File: config.mk
export PLATFORM = sky130hd
export DESIGN_NAME = pc_unit_v2
export DESIGN_NICKNAME = d
export VERILOG_FILES = /design/src/rtl/pc_unit_v2.sv
export SDC_FILE = /design/constraint.sdc
export NUM_CORES = 1
export LEC_CHECK = 0
export ABC_AREA = 0
export CAP_MARGIN = 10
export CORE_MARGIN = 2
export CORE_UTILIZATION = 30
export DETAILED_ROUTE_END_ITERATION = 16
export PLACE_DENSITY = 0.72
export SYNTH_ARGS = -nofsm -noshare
export SYNTH_HDL_FRONTEND = slang
export SYNTH_SLANG_ARGS = --single-unit
File: constraint.sdc
create_clock -name clk -period 2.4 [get_ports clk]
set_clock_uncertainty 0.15 [all_clocks]
set_input_delay 0.48 -clock clk [delete_from_list [all_inputs] [get_ports clk]]
set_output_delay 0.48 -clock clk [all_outputs]
set_load 0.05 [all_outputs]
File: src/rtl/pc_unit_v2.sv
// pc_unit_v2 -- fetch-stage program counter with prioritised next-PC selection.
//
// Holds the fetch PC and picks the next one each rising edge, highest first:
// reset, exception entry (req), ERET return (eret), sequential/branch npc
// (enable). A small FSM marks one-cycle fetch bubbles after boot and after
// every redirect, and fetch_adel flags bad fetch addresses for CP0.
//
// Optional feature: define PC_REDIRECT_CNT_EN to build a saturating 32-bit
// redirect counter; otherwise redirect_cnt is tied to zero.
//
// Ports:
//   clk          in   rising-edge clock
//   reset        in   synchronous active-high reset
//   enable       in   advance permission (0 = stall)
//   req          in   exception/interrupt entry request
//   eret         in   ERET executed, return to epc
//   epc          in   return address (low two bits ignored)
//   npc          in   next PC from branch/jump unit (taken as-is)
//   pc           out  current fetch address
//   pc_valid     out  1 = real fetch, 0 = bubble
//   fetch_adel   out  pc misaligned or outside [TEXT_LO, TEXT_HI]
//   redirect_cnt out  number of redirects taken
module pc_unit_v2 #(
    parameter int unsigned           WIDTH     = 32,
    parameter logic [WIDTH-1:0]      RESET_VEC = 32'h0000_3000,
    parameter logic [WIDTH-1:0]      EXC_VEC   = 32'h0000_4180,
    parameter logic [WIDTH-1:0]      TEXT_LO   = 32'h0000_3000,
    parameter logic [WIDTH-1:0]      TEXT_HI   = 32'h0000_6FFF
) (
    input  logic             clk,
    input  logic             reset,
    input  logic             enable,
    input  logic             req,
    input  logic             eret,
    input  logic [WIDTH-1:0] epc,
    input  logic [WIDTH-1:0] npc,
    output logic [WIDTH-1:0] pc,
    output logic             pc_valid,
    output logic             fetch_adel,
    output logic [31:0]      redirect_cnt
);

    typedef enum logic [1:0] {
        BOOT  = 2'd0,
        RUN   = 2'd1,
        REDIR = 2'd2
    } state_t;

    state_t           state_q, state_d;
    // Power-up value so simulation sees a sane PC before the first reset.
    logic [WIDTH-1:0] pc_q = RESET_VEC;
    logic [WIDTH-1:0] pc_d;
    logic             redirect;

    // ERET targets are word-aligned; the dropped bits are intentionally unused.
    logic unused_epc_lo;
    assign unused_epc_lo = ^epc[1:0];

    assign redirect = req | eret;

    // Redirects ignore enable: a stall must not block exception entry or
    // return. Any edge without a redirect lands in RUN, so both the boot
    // bubble and the redirect bubble last exactly one cycle even when stalled.
    always_comb begin
        pc_d    = pc_q;
        state_d = RUN;
        if (req) begin
            pc_d    = EXC_VEC;
            state_d = REDIR;
        end else if (eret) begin
            pc_d    = {epc[WIDTH-1:2], 2'b00};
            state_d = REDIR;
        end else if (enable) begin
            pc_d    = npc;
        end
    end

    always_ff @(posedge clk) begin
        if (reset) begin
            pc_q    <= RESET_VEC;
            state_q <= BOOT;
        end else begin
            pc_q    <= pc_d;
            state_q <= state_d;
        end
    end

    assign pc       = pc_q;
    assign pc_valid = (state_q == RUN);

    // Bubbles are NOPs downstream, so they never raise an address error.
    assign fetch_adel = pc_valid &
                        ((pc_q[1:0] != 2'b00) | (pc_q < TEXT_LO) | (pc_q > TEXT_HI));

`ifdef PC_REDIRECT_CNT_EN
    logic [31:0] cnt_q, cnt_d;

    // One count per redirect edge (req and eret together count once); sticks at max.
    always_comb begin
        cnt_d = cnt_q;
        if (redirect && (cnt_q != 32'hFFFF_FFFF))
            cnt_d = cnt_q + 32'd1;
    end

    always_ff @(posedge clk) begin
        if (reset) cnt_q <= 32'd0;
        else       cnt_q <= cnt_d;
    end

    assign redirect_cnt = cnt_q;
`else
    logic unused_redirect;
    assign unused_redirect = redirect;
    assign redirect_cnt    = 32'h0;
`endif

endmodule

==> impl_metrics.toml, run 1 <==
[logic_synthesis]
post_synth_main_area_contributors = "dfxtp_1 36%, mux2i_1 17%, mux2_2 16%"
synth_largest_type_area_fraction = 0.361
mappedNetlistArea_um2 = 1890
postSynthRegisterBits = 34
syn_area_per_cell_um2 = 9.94
synthesis.yosys.warnings = 0
synthDistinctLibCells = 21
synth.largest_area_cell = "dfxtp_1"
synth_sequential_area_ratio = 0.361
synthCells = 190

[floorplan]
std_cell_rows = 28
floorplan.io_pins = 135
core-area_um2 = 5990
overall_die_area_um2 = 6940
die_height_um = 83.3
chipWidth_um = 83.3
initial_core_util = 0.315

[routing]
route.detailed.vias_per_inst = 4.37
routed_wl_um = 4690
vias_after_detailed_routing = 1589
drc = 0
post_drt_wl_per_cell_um = 12.9
drt_pass1_iterations = 2
drt_iter0_drc = 30
ant_nets = 0

[clock_network]
holdBufCountCts = 0
worstSkewPairLatency_ns = 0.29
cts-buffers-inserted = 5
cts.htree.levels = 2
clock_tree.buffer_depth = 2
tritoncts = "done"
worst_setup_hold_path_clk_slew_ns = 0.07
clock-root-buffer = "clkbuf_8"
clock_sinks = 34

[worst_setup_path]
timing.critical_path.slowest_cell_delay_ns = 0.36
critical_path_endpoint_category = "output pin"
critical_path_arrival_ns = 1.60
path_delay_family = "simple AND/OR/NAND/NOR gates"
worst_ep_required_time_ns = 1.77
timing.critical_path.cells = "nor4_1, nand2_1, o31a_1, buf_4"
critical_path.max_fanout = 3
worst-path-buf-inv = 1
critPathKind = "flop to output pin"
worst_setup_path_start_kind = "flop"
timing.critical_path.slowest_stage_cell = "nor4_1"

[sta]
final_setup_viols = 0
timing.final.hold_violations = 0
holdWs_ns = 0.391
post-route-period-util = 0.930
maxClockFrequency_ghz = 0.448
drv_slew = 0
worstMarginPinSlew_ns = 0.519
setup-tns-final_ns = 0
grt_setup_unrepaired = "no"
fin_crit_ns = 2.23
slew_headroom = 0.653

[job]
cap_viol_max_count = 0

[layout]
area.growth.synth_to_final_pct = 57.1
diodes = 0
layout_fillers = 564
post_route_cells_drive_above_1_share = 0.149
final_util = 0.495
non_filler_cells_final = 364
final_nets = 357

[placement]
placement.io_buffers = 100
dp.cells = 356
dp_hpwl_um = 3500
routabilityCongestion = 0.691

[global_routing]
grt_pass1_wl_um = 7590
globalRouteTotalUtil = 0.136
antenna_violations_before_repair = 0
grt_pass1_vias = 1547
grt_remaining_overflow = 0
largest_net_degree_at_the_start_of_global_routing = 33

[power_and_ir_drop]
ir_drop_v = 0.000366
pwr_density_cell_nw_per_um2 = 595
leakage_dissipation_nw = 1.28

[min_path]
worst_hold_path_type = "flop to flop"

[outcome]
outcome = "completed"
-- flip-flops by register name, indices dropped and copies added, names as in the netlist --
signal	flops
pc	32
state_q	2
-- placed cells by master, fill, tap and decap left out --
master and instances:
mux2_4 1, or2_1 1, a21o_1 2, clkinv_4 1, xor2_1 1, a21oi_1 3
o31a_1 1, nand3_1 1, dfxtp_1 34, nor2b_1 1, nor4_1 3, buf_4 1
buf_2 2, nor2_1 28, buf_12 3, nor4_2 1, clkdlybuf4s50_1 97, nand2_1 4
conb_1 32, mux2_2 27, o21ai_0 2, bufinv_16 2, clkbuf_8 5, nor3_1 3
mux2i_1 32, inv_1 1
-- tightest hold or removal path, stage by stage, from the launching register on --
cell     delay, ns
dfxtp_1       0.32
mux2i_1       0.12
nor3_1        0.05
-- metal layers --
metal	part of all wire	up-vias	track usage
met4	0.0081	0	0.0402
li1	-	779	-
met2	0.47	84	0.233
met3	0.088	5	0.0517
met1	0.43	721	0.156
met5	0	-	0
-- cells in the mapped netlist --
master,instances
inv_1,1
buf_2,5
nand3_1,1
xor2_1,1
o31a_1,1
or2_1,1
a21o_1,2
nor2b_1,1
mux2_4,1
mux2_2,27
buf_4,34
buf_6,4
mux2i_1,32
nor3_1,3
nor2_1,28
conb_1,1
o21ai_0,2
a21oi_1,3
dfxtp_1,34
nand2_1,4
nor4_1,4
-- layout make-up --
| class | count | area [um2] | share of cell area |
|---|---|---|---|
| Tap cell | 75 | 93.8 | 0.0316 |
| Inverter | 1 | 3.75 | 0.00127 |
| Clock buffer | 5 | 68.8 | 0.0232 |
| Timing Repair Buffer | 103 | 1050 | 0.354 |
| Clock inverter | 3 | 68.8 | 0.0232 |
| Sequential cell | 34 | 681 | 0.230 |
| Multi-Input combinational cell | 143 | 1000 | 0.338 |
-- where the power goes --
part	internal [W]	switching (W)
Clock	0.000416	0.000220
Sequential	0.000592	0.0000181
Combinational	0.000218	0.000299
Total	0.00123	0.000537
-- kinds of logic after synthesis --
| logic type | count (synthesis) | share of synthesized area |
|---|---|---|
| DFF | 34 | 0.361 |
| other | 1 | 0.00199 |
| and+or+nand+nor | 42 | 0.0941 |
| buffers and inverters | 44 | 0.174 |
| muxes | 60 | 0.339 |
| xor gates and xnor gates | 1 | 0.00464 |
| AOI/OAI and AO/OA | 8 | 0.0258 |
-- final timing paths --
path                            startpoint          to  slack (ns)  cells after the start
worst max register to register      pc[14]      pc[14]        1.33                      3
worst min register to register       pc[1]       pc[1]        0.39                      2
worst max-delay path                pc[27]  fetch_adel        0.17                      4
worst min-delay path                 pc[1]       pc[1]        0.39                      2
-- stage by stage --
| stage | setup slack (ns) | power [W] | cell area (um2) |
|---|---|---|---|
| detailed placement | 0.446 | 0.00114 | 2820 |
| floorplan | 0.158 | 0.000998 | 2000 |
| global placement | 0.469 | 0.00114 | 2820 |
| global route | 0.0671 | 0.00185 | 2970 |
| CTS | 0.126 | 0.00179 | 2960 |
| finish | 0.168 | 0.00176 | 2970 |
-- timing repair --
| action | in CTS | in global routing |
|---|---|---|
| setup buffers | 0 | 0 |
| resized for setup | 0 | 1 |
| endpoints found under the setup margin | 0 | 1 |
No activity file was read; power rests on OpenSTA's default activity.
==> inputs of run 2 (changes only) <==
Settings changed: CORE_MARGIN 2 to unset.
==> run 2 against run 1 <==
Final area shrank 2.3%. Combinational power is essentially flat. Final cell count shrank 0.55%. Sequential cell count is the same. Maximum frequency is essentially flat. Non-clock buffer count is the same. Setup slack gained 0.00053 ns. Routed wire length shrank 2.9%. Hold slack gained 0.0058 ns. Count of clock-buffer cells in the layout grew 1. Largest cell class unchanged.
==> impl_metrics.toml, run 2 (synthesis gave the netlist of run 1 again) <==
[outcome]
outcome = "completed"

[sta]
fin_crit_ns = 2.23
final_setup_viols = 0
slew_headroom = 0.645
drv_slew = 0
grt_setup_unrepaired = "no"
timing.final.hold_violations = 0
setup-tns-final_ns = 0
worstMarginPinSlew_ns = 0.533
post-route-period-util = 0.930
maxClockFrequency_ghz = 0.448

[layout]
final_common_cell = "clkdlybuf4s50_1"
layout_fillers = 587
non_filler_cells_final = 362
final_nets = 357
post_route_cells_drive_above_1_share = 0.143
area.growth.synth_to_final_pct = 53.5
layout_common_cells = "97 x clkdlybuf4s50_1, 34 x dfxtp_1, 32 x mux2i_1, 32 x conb_1, 28 x nor2_1"
largest_register_ff_count = 32
diodes = 0

[global_routing]
largest_net_degree_at_the_start_of_global_routing = 33
grt.busiest_layer = "met2"
met3_global_route_usage = 0.0596
antenna_violations_before_repair = 0
global_route.usage.met1 = 0.151
grt_pass1_vias = 1453
grt_remaining_overflow = 0
met2_usage = 0.245
grt_pass1_wl_um = 6870
globalRouteTotalUtil = 0.140

[worst_setup_path]
r2r_start = "pc[14]"
timing.critical_path.slowest_stage_cell = "clkdlybuf4s50_1"
worst_setup_path_start_kind = "flop"
critical_path_endpoint_category = "output pin"
timing.critical_path.slowest_cell_delay_ns = 0.85
crit_start = "state_q[0]"
critical_path_arrival_ns = 1.60
critical_path.max_fanout = 2
critPathKind = "flop to output pin"
timing.critical_path.cells = "nor2b_1, clkdlybuf4s50_1"
worst_ep_required_time_ns = 1.77

[power_and_ir_drop]
part_of_the_total_power_dissipated_in_combinational_logic = 0.334
sequentialPowerShare = 0.396
post-layout-total-power_w = 0.00154
net-switching-power_w = 0.000510
ir_drop_v = 0.000221
share_clk_of_total_power = 0.270
pwr_density_cell_nw_per_um2 = 531
p_sw_frac = 0.331
intPower_w = 0.00103
leakage_dissipation_nw = 1.25

[min_path]
worst_hold_path_type = "flop to flop"
holdCritStartpoint = "pc[0]"

[clock_network]
cts-buffers-inserted = 5
worstSkewPairLatency_ns = 0.28
tritoncts = "done"
clock_tree.buffer_depth = 2
worst_setup_hold_path_clk_slew_ns = 0.06
holdBufCountCts = 0
cts.htree.levels = 2
clock-root-buffer = "clkbuf_8"
clock_sinks = 34

[floorplan]
chipWidth_um = 81.3
overall_die_area_um2 = 6610
floorplan.io_pins = 135
die_height_um = 81.3
core-area_um2 = 5990
initial_core_util = 0.315
std_cell_rows = 28

[routing]
routed_wl_um = 4550
vias_after_detailed_routing = 1572
post_drt_wl_per_cell_um = 12.6
ant_nets = 0
drc = 0
drt_iter0_drc = 26
route.detailed.vias_per_inst = 4.34
drt_pass1_iterations = 3

[placement]
dp_hpwl_um = 3370
dp.cells = 356
placement.io_buffers = 100
routabilityCongestion = 0.667

[job]
cap_viol_max_count = 0
## run 2: path summary, 6_finish.rpt
check        slack, ns  endpoint  cells after the start
max reg2reg       1.33    pc[14]                      3
min               0.40     pc[0]                      2
min reg2reg       0.40     pc[0]                      2
max               0.17  pc_valid                      2
## run 2: timing repair
| item | CTS | global route |
|---|---|---|
| setup endpoints to repair | 0 | 1 |
| gates resized for setup | 0 | 1 |
| buffers inserted | 0 | 0 |
| endpoints found under the hold margin | 0 | 0 |
## run 2: critical path: cells and delay by family, from the launching register on
family	cells	cell delay (ns)
buffers and inverters	1	0.85
DFF	1	0.30
and+or+nand+nor	1	0.17
## run 2: area by class of cell
| cell class | instances | area, um2 | share of cell area |
|---|---|---|---|
| clock buffer | 6 | 82.6 | 0.0285 |
| multi-input combinational | 143 | 1000 | 0.345 |
| inverter | 1 | 3.75 | 0.00130 |
| sequential | 34 | 681 | 0.235 |
| tap | 75 | 93.8 | 0.0324 |
| timing repair buffer | 103 | 1040 | 0.358 |
## run 2: routing by layer
layer | vias up | share of wire | wire (um)
li1 | 775 | - | -
met1 | 707 | 0.40 | 1840
met2 | 84 | 0.46 | 2100
met3 | 6 | 0.12 | 554
met4 | 0 | 0.011 | 52
met5 | - | 0 | 0
## run 2: power groups by stage
stage	logic [W]	clock network [W]	registers (W)
floorplan	0.000290	0	0.000708
global placement	0.000513	0	0.000621
detailed placement	0.000517	0	0.000623
CTS	0.000519	0.000439	0.000610
global route	0.000547	0.000456	0.000614
finish	0.000514	0.000415	0.000610
## run 2: through the flow
| stage | utilization | setup WS (ns) | instance area (um2) | hold WS, ns |
|---|---|---|---|---|
| detailed placement | 0.469 | 0.448 | 2810 | 0.389 |
| floorplan | - | 0.158 | 2000 | 0.399 |
| global route | 0.484 | 0.0804 | 2900 | 0.416 |
| finish | 0.484 | 0.169 | 2900 | 0.397 |
| CTS | 0.483 | 0.133 | 2890 | 0.409 |
| global placement | 0.469 | 0.453 | 2810 | 0.378 |
==> inputs of run 3 (changes only) <==
Settings changed: RECOVER_POWER set to 100.
==> run 3 against run 2 <==
Critical endpoint unchanged. Largest power group unchanged. Sequential share of layout area about the same. Hold slack worse by 0.0025 ns. Die area unchanged. Register-to-register slack hardly changed. Routed wire length fell by 0.24%.
==> impl_metrics.toml, run 3 (synthesis gave the netlist of run 1 again) <==
[routing]
drt_iter0_drc = 26
ant_nets = 0
drt_pass1_iterations = 3
route.detailed.vias_per_inst = 4.36
post_drt_wl_per_cell_um = 12.5
vias_after_detailed_routing = 1577
drc = 0
routed_wl_um = 4540

[global_routing]
globalRouteTotalUtil = 0.140
grt_pass1_wl_um = 6870
largest_net_degree_at_the_start_of_global_routing = 33
grt_remaining_overflow = 0
grt_pass1_vias = 1453
antenna_violations_before_repair = 0

[power_and_ir_drop]
ir_drop_v = 0.000220
pwr_density_cell_nw_per_um2 = 528
leakage_dissipation_nw = 1.33

[placement]
placement.io_buffers = 100
dp_hpwl_um = 3370
placement.cell_area_um2 = 2810
routabilityCongestion = 0.667

[worst_setup_path]
worst_setup_path_start_kind = "flop"
critical_path_arrival_ns = 1.60
worst_ep_required_time_ns = 1.77
critPathKind = "flop to output pin"
worst-path-buf-inv = 1
critical_path_endpoint_category = "output pin"
path_delay_family = "buffers and inverters"
depth_of_the_worst_register_to_register_path = 3
timing.critical_path.cells = "nor2b_1, clkdlybuf4s50_1"
critical_path.max_fanout = 2
crit_cells = 2
timing.critical_path.slowest_stage_cell = "clkdlybuf4s50_1"
timing.critical_path.slowest_cell_delay_ns = 0.85

[sta]
drv_slew = 0
setup-tns-final_ns = 0
timing.final.hold_violations = 0
maxClockFrequency_ghz = 0.448
final_setup_viols = 0
grt_setup_unrepaired = "no"
fin_crit_ns = 2.23
post-route-period-util = 0.930
slew_headroom = 0.145
worstMarginPinSlew_ns = 1.28

[clock_network]
cts_setup_buffers = 0
worst_setup_hold_path_clk_slew_ns = 0.06
cts.repair.resized = 0
holdBufCountCts = 0
worstSkewPairLatency_ns = 0.28
clock_sinks = 34
clock-root-buffer = "clkbuf_8"
clock_tree.buffer_depth = 2
cts.htree.levels = 2
cts-buffers-inserted = 5
tritoncts = "done"

[layout]
final_common_cell = "clkdlybuf4s50_1"
final_util = 0.483
largest_register_ff_count = 32
final_nets = 357
layout_common_cells = "63 x clkdlybuf4s50_1, 34 x dlygate4sd3_1, 34 x dfxtp_1"
final_cell_area_um2 = 2890
post_route_cells_drive_above_1_share = 0.139
area.growth.synth_to_final_pct = 53.3
diodes = 0

[floorplan]
std_cell_rows = 28
overall_die_area_um2 = 6610
floorplan.io_pins = 135
die_height_um = 81.3
chipWidth_um = 81.3
core-area_um2 = 5990
initial_core_util = 0.315

[job]
cap_viol_max_count = 0

[outcome]
outcome = "completed"

[min_path]
worst_hold_path_type = "flop to flop"
holdPathStages = 2
-- run 3: routing by layer --
| metal | GRT usage | part of all wire |
|---|---|---|
| met5 | 0 | 0 |
| met4 | 0.0429 | 0.011 |
| met3 | 0.0596 | 0.12 |
| met2 | 0.245 | 0.46 |
| met1 | 0.151 | 0.41 |
-- run 3: stage by stage --
stage / power (W) / setup slack (ns) / hold slack (ns) / std cells
6_report: 0.00153 / 0.169 / 0.395 / 362
5_1_grt: 0.00161 / 0.0593 / 0.413 / 362
4_1_cts: 0.00157 / 0.133 / 0.409 / 362
3_5_place_dp: 0.00114 / 0.448 / 0.389 / 356
3_3_place_gp: 0.00113 / 0.453 / 0.378 / 356
2_1_floorplan: 0.000998 / 0.158 / 0.399 / 221
-- run 3: path summary, 6_finish.rpt --
check	from	to	slack (ns)
setup / recovery	state_q[0]	pc_valid	0.17
hold / removal	pc[0]	pc[0]	0.39
setup reg to reg	pc[14]	pc[14]	1.32
hold reg to reg	pc[0]	pc[0]	0.39
-- run 3: final cells by class --
| class | count | area [um2] |
|---|---|---|
| clock buffers | 6 | 82.6 |
| fillers | 588 | 3100 |
| inverters | 1 | 3.75 |
| multi-input cells | 143 | 1000 |
| flip-flops and latches | 34 | 681 |
| well taps | 75 | 93.8 |
| repair buffers | 103 | 1030 |
-- run 3: worst reg2reg max path, stage by stage, from the launching register on --
cell and delay (ns):
dfxtp_1 0.33, mux2_4 0.27, mux2i_1 0.13, a21oi_1 0.09
-- run 3: power by group --
part           internal [W]  leakage, nW  total, W  switching (W)
Clock              0.000221       0.0431  0.000415       0.000194
Combinational      0.000207         1.01  0.000505       0.000298
Sequential         0.000592        0.280  0.000609      0.0000167
